**src/rtl/operand_rotate_sequencer.sv**
```systemverilog
// Four-operand rotate stage: captures a/b/c/d, applies in_steps positional rotations, then
// holds the result for a valid/ready consumer. Define ROT_DIR_EN to add a per-packet in_dir.
module operand_rotate_sequencer #(
  parameter int unsigned WIDTH  = 8,
  parameter int unsigned STEP_W = 2
) (
  input  logic              clk,
  input  logic              rst_n,
  input  logic              in_valid,
  output logic              in_ready,
  input  logic [WIDTH-1:0]  in_a,
  input  logic [WIDTH-1:0]  in_b,
  input  logic [WIDTH-1:0]  in_c,
  input  logic [WIDTH-1:0]  in_d,
  input  logic [STEP_W-1:0] in_steps,
`ifdef ROT_DIR_EN
  input  logic              in_dir,
`endif
  output logic              out_valid,
  input  logic              out_ready,
  output logic [WIDTH-1:0]  out_a,
  output logic [WIDTH-1:0]  out_b,
  output logic [WIDTH-1:0]  out_c,
  output logic [WIDTH-1:0]  out_d,
  output logic              busy
);

  typedef enum logic [1:0] {StIdle, StRotate, StDone} state_e;

  state_e             state_q, state_d;
  logic [STEP_W-1:0]  cnt_q, cnt_d;
  logic [WIDTH-1:0]   a_q, b_q, c_q, d_q;
  logic [WIDTH-1:0]   a_d, b_d, c_d, d_d;
  logic               dir_q, dir_d;

  always_comb begin
    state_d = state_q;
    cnt_d   = cnt_q;
    a_d     = a_q;
    b_d     = b_q;
    c_d     = c_q;
    d_d     = d_q;
    dir_d   = dir_q;
    unique case (state_q)
      StIdle: begin
        if (in_valid) begin
          a_d     = in_a;
          b_d     = in_b;
          c_d     = in_c;
          d_d     = in_d;
          cnt_d   = in_steps;
`ifdef ROT_DIR_EN
          dir_d   = in_dir;
`else
          dir_d   = 1'b0;
`endif
          state_d = (in_steps != '0) ? StRotate : StDone;
        end
      end
      StRotate: begin
        if (dir_q) begin
          a_d = d_q;
          b_d = a_q;
          c_d = b_q;
          d_d = c_q;
        end else begin
          a_d = b_q;
          b_d = c_q;
          c_d = d_q;
          d_d = a_q;
        end
        cnt_d = cnt_q - STEP_W'(1);
        if (cnt_q == STEP_W'(1)) state_d = StDone;
      end
      StDone: begin
        if (out_ready) state_d = StIdle;
      end
      default: state_d = StIdle;
    endcase
  end

  always_ff @(posedge clk or negedge rst_n) begin
    if (!rst_n) begin
      state_q <= StIdle;
      cnt_q   <= '0;
      a_q     <= '0;
      b_q     <= '0;
      c_q     <= '0;
      d_q     <= '0;
      dir_q   <= 1'b0;
    end else begin
      state_q <= state_d;
      cnt_q   <= cnt_d;
      a_q     <= a_d;
      b_q     <= b_d;
      c_q     <= c_d;
      d_q     <= d_d;
      dir_q   <= dir_d;
    end
  end

  // Handshake outputs depend on state only, never on in_*.
  assign in_ready  = (state_q == StIdle);
  assign out_valid = (state_q == StDone);
  assign busy      = (state_q != StIdle);
  assign out_a     = a_q;
  assign out_b     = b_q;
  assign out_c     = c_q;
  assign out_d     = d_q;

endmodule

```
**config.mk**
```make
export PLATFORM = sky130hd
export DESIGN_NAME = operand_rotate_sequencer
export DESIGN_NICKNAME = d
export VERILOG_FILES = /design/src/rtl/operand_rotate_sequencer.sv
export SDC_FILE = /design/constraint.sdc
export NUM_CORES = 1
export LEC_CHECK = 0
export ABC_AREA = 1
export CORE_AREA = 2 2 73 75
export DETAILED_ROUTE_END_ITERATION = 8
export DIE_AREA = 0 0 75 77
export GPL_TIMING_DRIVEN = 0
export PLACE_DENSITY = 0.74
export SLEW_MARGIN = 20
export SYNTH_ARGS = -nofsm -noshare
export SYNTH_HDL_FRONTEND = slang
export SYNTH_SLANG_ARGS = --single-unit
```
**constraint.sdc**
```tcl
create_clock -name clk -period 1.1 [get_ports clk]
set_input_delay 0.22 -clock clk [delete_from_list [all_inputs] [get_ports clk]]
set_output_delay 0.22 -clock clk [all_outputs]
set_load 0.01 [all_outputs]
```
Word-level counts from Yosys, hierarchy flattened
Cells that the tools add are included.
{ "totals": {"register_bits": 36, "latch_bits": 0, "ram_bits": 0, "romBits": 0, "mem_count": 0} }
{ "op_classes": {"addsub": 1, "n_mul": 0, "div": 0, "n_lt_le_gt_ge": 0, "n_eq_ne": 6, "shifts": 0, "muxes": 15, "n_bitwise": 0, "reduce_logical": 6} }
{ "op_table": {"columns": ["op", "n"], "rows": [
  ["one-hot mux 8 bit (2 select lines)", 4],
  ["two-way mux 8 bit", 4],
  ["two-way mux 2 bit", 5],
  ["one-hot mux 2 bit (3 select lines)", 1],
  ["nonzero test 2 bit", 3],
  ["equality test 2 x 1 -> 1 bit, second input constant", 2],
  ["inequality test 2 bit, second input constant", 2],
  ["one-hot mux 2 bit (2 select lines)", 1],
  ["AND reduction 3 bit", 1],
  ["equality test 2 bit, second input constant", 1],
  ["zero test 2 bit", 1],
  ["inequality test 2 x 1 -> 1 bit, second input constant", 1],
  ["AND reduction 2 bit", 1],
  ["subtractor 2 x 1 -> 2 bit, second input constant", 1]
]} }

Logic depth before layout (Yosys ltp)
Gate-level depths: netlist of the first run.
{ "depth": {"ltp_word": 4, "ltp_mapped": 7, "ltp_nobuf": 6} }

Worst setup path before layout of the first run
OpenSTA, ideal clock, no wires.
{ "synth_path": {"path_type": "register to register", "startpoint": "register state_q[0]", "endpoint": "register a_q[7] (netlist: out_a[7])", "arrival_ns": 1.169, "setup_slack_ns": -0.185, "stages_incl_launch_ff": 8, "n_path_buf": 1, "path_cell_list": "dfrtp_1 nor2_2 nand2_4 nand2_8 inv_6 buf_8 nand2_2 nand2_1"} }
{ "synth_between": {"elab_chain_len": 3, "elab_cells_between_ends": 6, "cone_classes": "eq/ne: 2; mux: 1; reduce/logical: 3"} }
{ "synth_lines": {"columns": ["element", "line_no", "source"], "rows": [
  ["start: declaration", "30", "state_e state_q, state_d;"],
  ["start signal: assignment", "84", "state_q <= StIdle;"],
  ["start signal: assignment", "92", "state_q <= state_d;"],
  ["zero test 2 bit (*)", null, null],
  ["via in_ready", "10", "output logic in_ready,"],
  ["inequality test 2 bit (no line) or nonzero test 2 bit (tied branches)", null, null],
  ["AND reduction 2 bit (no line)", null, null],
  ["end signal: assignment", "86", "a_q <= '0;"],
  ["end signal: assignment", "94", "a_q <= a_d;"],
  ["end: declaration", "32", "logic [WIDTH-1:0] a_q, b_q, c_q, d_q;"]
]} }
The timed path passes the listed nets; every way through them passes the cells marked *.
A chain may end at the register's enable or synchronous reset.

Worst setup path after layout of the first run
{ "layout_path": {"startpoint": "register state_q[0]", "endpoint": "output in_ready"} }
{ "layout_between": {"elab_chain_len": 1} }
{ "layout_lines": {"columns": ["element", "line_no", "source"], "rows": [
  ["zero test 2 bit", "103", "assign in_ready = (state_q == StIdle);"],
  ["end: declaration", "10", null]
]} }
Every way passes these cells.

==> metrics.yaml, run 1 <==
synth:
  synthesis.nets: 313
  syn_avg_cell_area_sq_um: 7.146
  synth_flop_cell: "dfrtp_1"
  synth-seq-cells: 36
  ys_seq_area_share_pct: 46.01
  synth_warnings: 0
  synth-async-reset-ratio_pct: 100.0
  synthTopCellsByArea: "dfrtp_1 (46%), nand2_1 (37%), nand2_2 (3.2%), buf_6 (2.9%), buf_4 (2.3%)"
  syn_inst: 274
  yosysTopAreaCellShare_pct: 46.01
  syn_area_sq_mm: 0.001958
  ys_types: 19
  synth_edf_count: 0
  synth_largest_area_cell: "dfrtp_1"
drt:
  num_vias: 2149
  remaining_drc_errors: 0
  routedWlPerCell_um: 13.47
  vias_per_cell: 4.592
  drtIter0Drc: 126
  ant_nets: 0
  drt_pre_antenna_iters: 4
  wirelength_um: 6304
worst_setup_path:
  slowest_delay_ns: 0.45
  worstReg2RegStart: "state_q[0]"
  crit_path_start_kind: "flip-flop"
  worstSetupPathType: "reg -> out"
  endpoint_kind: "output port"
  cp.required_ns: 0.88
  crit_top_cell: "buf_6"
  cp_cell_sequence: "nor2_4, buf_6, buf_6"
  crit_family: "flip-flops"
  arrival_ns: 1.07
  critPathMaxFanout: 3
  rr_worst_depth: 8
  rrSetupSlack_ns: -0.19
  r2r-end: "out_d[0]"
  cp_num_buf_inv: 2
  critPathSlowestCell: "dfrtp_2"
floorplanning:
  num_rows: 26
  start_util_pct: 39.34
  core_sq_mm: 0.004977
  dieArea_sq_mm: 0.005775
  dieWidth_um: 75
  die_h_um: 77
  io_pins: 73
sta:
  relSlewSlack_pct: 69.58
  clock.fmax_mhz: 772.9
  setup_slack_ns: -0.1938
  setup_violations: 39
  period_needed_ns: 1.294
  hold_slack_ns: 0.4227
  timing.final.crit_share_pct: 117.6
  hold_violations: 0
  tightest_slew_ns: 0.4562
  rsz0062_at_grt: "true"
  drv_slew: 0
  skew_ns: 0.005740
  fin_setup_tns_ns: -6.164
status:
  violations: "negative setup slack"
  status: "finished, violations left"
layout:
  fin_util_pct: 62.77
  nets: 437
  fillCellCount: 466
  drive_above_1_share_pct: 30.40
  syn_to_final_growth_pct: 59.55
  num_antenna_cells: 0
  final_cell_count_no_fill: 468
placement:
  dpl.hpwl_um: 3947
  pre_cts_slack_ns: -0.2969
  io_buffer_count: 72
  place.gp.congestion: 0.8364
  place_inst: 417
job:
  maxCapViolations: 0
clocking:
  cts_buffer_depth: 2
  clk_pin_slew_ns: 0.07
  cts_tree: "built"
  cts_made_buffers: 5
  insertion_delay_ns: 0.29
  clkSinkCount: 36
  root_buffer: "clkbuf_8"
  ctsHtreeMaxLevel: 2
worst_hold_path:
  holdCritPathClass: "in -> async"
global_routing:
  grt_pass1_vias: 2002
  track_usage_pct: 22.11
  grt_antenna_before_repair: 0
  grt_pass1_wl_um: 9708
  overflow: 0
  grt_max_degree: 21
power:
  ir_worst_vdd_mv: 1.407
  power_density_mw_per_mm2: 3067
  p_leak_nw: 1.774
[worst max path at each step]
stage / startpoint / end / slack, ns / cells after the start
floorplan: state_q[1] / out_a[7] / -0.09 / 7
global placement: rst_n / state_q[0] / -1.16 / 1
detailed placement: state_q[1] / in_ready / -0.30 / 2
CTS: state_q[0] / in_ready / -0.18 / 3
global route: state_q[1] / out_d[7] / -0.25 / 8
finish: state_q[0] / in_ready / -0.19 / 3
[flip-flops by register name (all words and copies together) (netlist names)]
register / cells
out_a: 8
out_b: 8
out_c: 8
out_d: 8
cnt_q: 2
state_q: 2
[Yosys cell counts, types with 2 or more instances]
cell	n
buf_4	6
buf_6	5
dfrtp_1	36
inv_1	4
inv_2	2
nand2_1	195
nand2_2	10
nand2_4	2
nor2_1	2
o21ai_0	3
[power by group]
group          internal (W)  switching, W  leakage, nW
clock              0.000431      0.000482       0.0410
combinational       0.00293       0.00331         1.29
sequential          0.00199      0.000429        0.443
total               0.00536       0.00422         1.77
[routing by layer]
layer	track usage (%)	share of wire, %	up-vias
met5	0	0	-
li1	-	-	1071
met2	34.91	48	91
met1	30.94	43	978
met3	4.993	7.5	9
met4	4.286	0.94	0
[logic make-up after synthesis]
| family | synth area share, % |
|---|---|
| compound gates | 1.405 |
| fa+ha+maj | 0.6389 |
| flops | 46.01 |
| buf+inv | 7.539 |
| simple gates | 44.41 |
[layout by cell type, fill, tap and decap left out, drive strengths merged]
cell type / count
nand3b: 1
dfrtp: 36
clkinv: 1
nand2: 208
o21bai: 1
o21ai: 3
clkdlybuf4s50: 36
a21oi: 1
dlygate4sd3: 1
nor2: 5
ha: 1
clkbuf: 6
inv: 7
buf: 91
[area by class of cell]
class / instances / area, sq um / area share, %
Sequential cell: 36 / 903.4 / 28.91
Clock inverter: 1 / 5.005 / 0.1602
Multi-Input combinational cell: 220 / 948.4 / 30.36
Clock buffer: 6 / 72.57 / 2.323
Inverter: 7 / 41.29 / 1.322
Tap cell: 70 / 87.58 / 2.803
Buffer: 12 / 143.9 / 4.606
Timing Repair Buffer: 116 / 922.1 / 29.52
[metrics by stage]
stage | total power, W | cell area, sq um
2_1_floorplan | 0.005469 | 1966
4_1_cts | 0.009162 | 3050
3_5_place_dp | 0.007612 | 2796
3_3_place_gp | 0.007532 | 2774
5_1_grt | 0.01031 | 3124
6_report | 0.009583 | 3124
[what timing repair did]
action,4_1_cts,5_1_grt
gates resized for setup,152,18
endpoints found under the hold margin,16,0
setup buffers,36,2
setup endpoints to repair,69,41
gates cloned,2,3
pin swaps,3,4
hold buffers,1,0
(Power assumes the default switching activity.)
==> inputs of run 2 (changes only) <==
--- a/config.mk
+++ b/config.mk
@@ -6,6 +6,7 @@
 export NUM_CORES = 1
 export LEC_CHECK = 0
 export ABC_AREA = 1
+export ABC_CLOCK_PERIOD_IN_PS = 1100
 export CORE_AREA = 2 2 73 75
 export DETAILED_ROUTE_END_ITERATION = 8
 export DIE_AREA = 0 0 75 77
==> constraint.sdc (replaced) <==
create_clock -name clk -period 1.1 [get_ports clk]
set_input_delay 0.22 -clock clk [delete_from_list [all_inputs] [get_ports clk]]
set_output_delay 0.22 -clock clk [all_outputs]
set_load 0.1 [all_outputs]
==> metrics.yaml, run 2 (synthesized netlist as in run 1, its figures left out) <==
sta:
  setup_slack_ns: -0.3571  # -0.1632 ns
  rsz0062_at_grt: "true"
  period_needed_ns: 1.457  # +0.1632 ns
  tightest_slew_ns: 0.4467  # -0.009524 ns
  relSlewSlack_pct: 70.22  # +0.63 points
  setup_violations: 71  # +82%
  drv_slew: 0  # unchanged
  clock.fmax_mhz: 686.3  # -11%
  hold_violations: 0  # unchanged
  timing.final.crit_share_pct: 132.5  # +15 points
  skew_ns: 0.006614  # +0.0008741 ns
layout:
  fin_util_pct: 82.78  # +20 points
  nets: 452  # +3.4%
  final_cell_count_no_fill: 483  # +3.2%
  fillCellCount: 249  # -47%
  drive_above_1_share_pct: 55.93  # +26 points
  syn_to_final_growth_pct: 110.4
  final_common_cell: "nand2_1"
  layout_common_cells: "nand2_1 (134), nand2_2 (66), buf_4 (44), buf_12 (40), clkdlybuf4s50_1 (36)"
  num_antenna_cells: 0  # unchanged
floorplanning:
  num_rows: 26  # unchanged
  start_util_pct: 39.34  # unchanged
  die_h_um: 77  # unchanged
  dieWidth_um: 75  # unchanged
  dieArea_sq_mm: 0.005775  # unchanged
  core_sq_mm: 0.004977  # unchanged
  io_pins: 73  # unchanged
drt:
  ant_nets: 0  # unchanged
  wirelength_um: 9174  # +46%
  num_vias: 2592  # +21%
  routedWlPerCell_um: 18.99  # +41%
  drt_pre_antenna_iters: 7  # +3
  remaining_drc_errors: 0  # unchanged
  vias_per_cell: 5.366  # +17%
  drtIter0Drc: 320  # +150%
worst_setup_path:
  rr_worst_depth: 9  # +1
  worstReg2RegStart: "state_q[0]"
  crit_end: "out_b[7]"
  rrSetupSlack_ns: -0.36  # -0.16 ns
  endpoint_kind: "flip-flop"
  r2r-end: "out_b[7]"
  critPathMaxFanout: 7  # +4
  crit_path_start_kind: "flip-flop"
  worstSetupPathType: "reg -> reg"
  cp.required_ns: 1.29  # +0.41 ns
  arrival_ns: 1.65  # +0.58 ns
  startpoint: "state_q[0]"
global_routing:
  grt_pass1_vias: 2396  # +20%
  use_met2_pct: 46.23  # +11 points
  top_usage_layer: "met2"
  grt_max_degree: 22  # +4.8%
  grtUsageMet3_pct: 4.731  # -0.26 points
  grt_antenna_before_repair: 0  # unchanged
  track_usage_pct: 28.52  # +6.4 points
  overflow: 0  # unchanged
  grt_use_met1_pct: 36.20  # +5.3 points
  grt_pass1_wl_um: 12210  # +26%
worst_hold_path:
  holdCritPathClass: "in -> async"
status:
  violations: "negative setup slack"
  status: "finished, violations left"
placement:
  io_buffer_count: 72  # unchanged
  place.gp.congestion: 0.8182  # -2.2%
  place_inst: 417  # unchanged
  dpl.hpwl_um: 3989  # +1.1%
job:
  maxCapViolations: 0  # unchanged
clocking:
  clk_pin_slew_ns: 0.08  # about the same
  cts_tree: "built"
  ctsHtreeMaxLevel: 2  # unchanged
  insertion_delay_ns: 0.30  # about the same
  cts_made_buffers: 5  # unchanged
  clkSinkCount: 36  # unchanged
  cts_buffer_depth: 2  # unchanged
  root_buffer: "clkbuf_8"
-- run 2: changes by cell type in the layout (fill, tap and decap cells not counted), moves of 5 or more --
cell,delta
buf_12,+39
dfrtp_1,-32
buf_2,-33
dfrtp_2,+32
nand2_2,+56
buf_4,+6
nand2_4,+5
buf_6,-5
nand2_1,-60
buf_8,+6
-- run 2: worst min path at each step --
stage | cells past startpoint | endpoint | startpoint | slack [ns]
detailed placement | 1 | state_q[1] | rst_n | 0.18
global route | 2 | state_q[0] | rst_n | 0.42
floorplan | 0 | cnt_q[0] | rst_n | -0.08
finish | 2 | state_q[0] | rst_n | 0.40
global placement | 2 | cnt_q[1] | cnt_q[1] | 0.47
CTS | 2 | state_q[0] | rst_n | 0.41
-- run 2: worst max-delay path: stages (launching register included) --
cell	delay, ns
dfrtp_2	0.44
buf_12	0.14
inv_2	0.07
nor2_4	0.05
buf_12	0.13
buf_4	0.15
nand2_1	0.09
nand2_1	0.10
nand2_2	0.12
nand2_2	0.06
-- run 2: cell type report --
type | instances | area [sq um] | area share (%)
buffer | 12 | 156.4 | 3.796
clock buffer | 7 | 96.34 | 2.338
inverter | 7 | 42.54 | 1.032
multi-input combinational | 219 | 1107 | 26.88
sequential | 36 | 943.4 | 22.90
tap | 70 | 87.58 | 2.126
timing repair buffer | 132 | 1687 | 40.94
-- run 2: stage by stage --
stage / worst slack, ns / instance area [sq um] / hold slack, ns / TNS, ns
floorplan: -0.7305 / 2021 / -0.07559 / -20.51
global placement: -1.138 / 2829 / 0.4657 / -70.49
detailed placement: -0.9752 / 2851 / 0.1753 / -30.46
CTS: -0.3051 / 3885 / 0.4102 / -8.995
global route: -0.3801 / 4120 / 0.4176 / -14.04
finish: -0.3571 / 4120 / 0.3991 / -12.09
-- run 2: repair_timing --
| action | 4_1_cts | 5_1_grt |
|---|---|---|
| gates cloned | 7 | 2 |
| buffers inserted | 42 | 10 |
| endpoints found under the hold margin | 15 | 0 |
| hold buffers | 1 | 0 |
| pin swaps | 33 | 13 |
| gates resized for setup | 364 | 51 |
| endpoints found under the setup margin | 71 | 71 |
-- run 2: metal layers --
metal,wire length [um],up-vias
met3,700,60
met1,3366,1238
met4,502,0
met2,4604,199
met5,0,-
li1,-,1095
Power of run 2 is not shown: default switching activity piles up to over one toggle a cycle in this logic, so the estimate is an artifact.
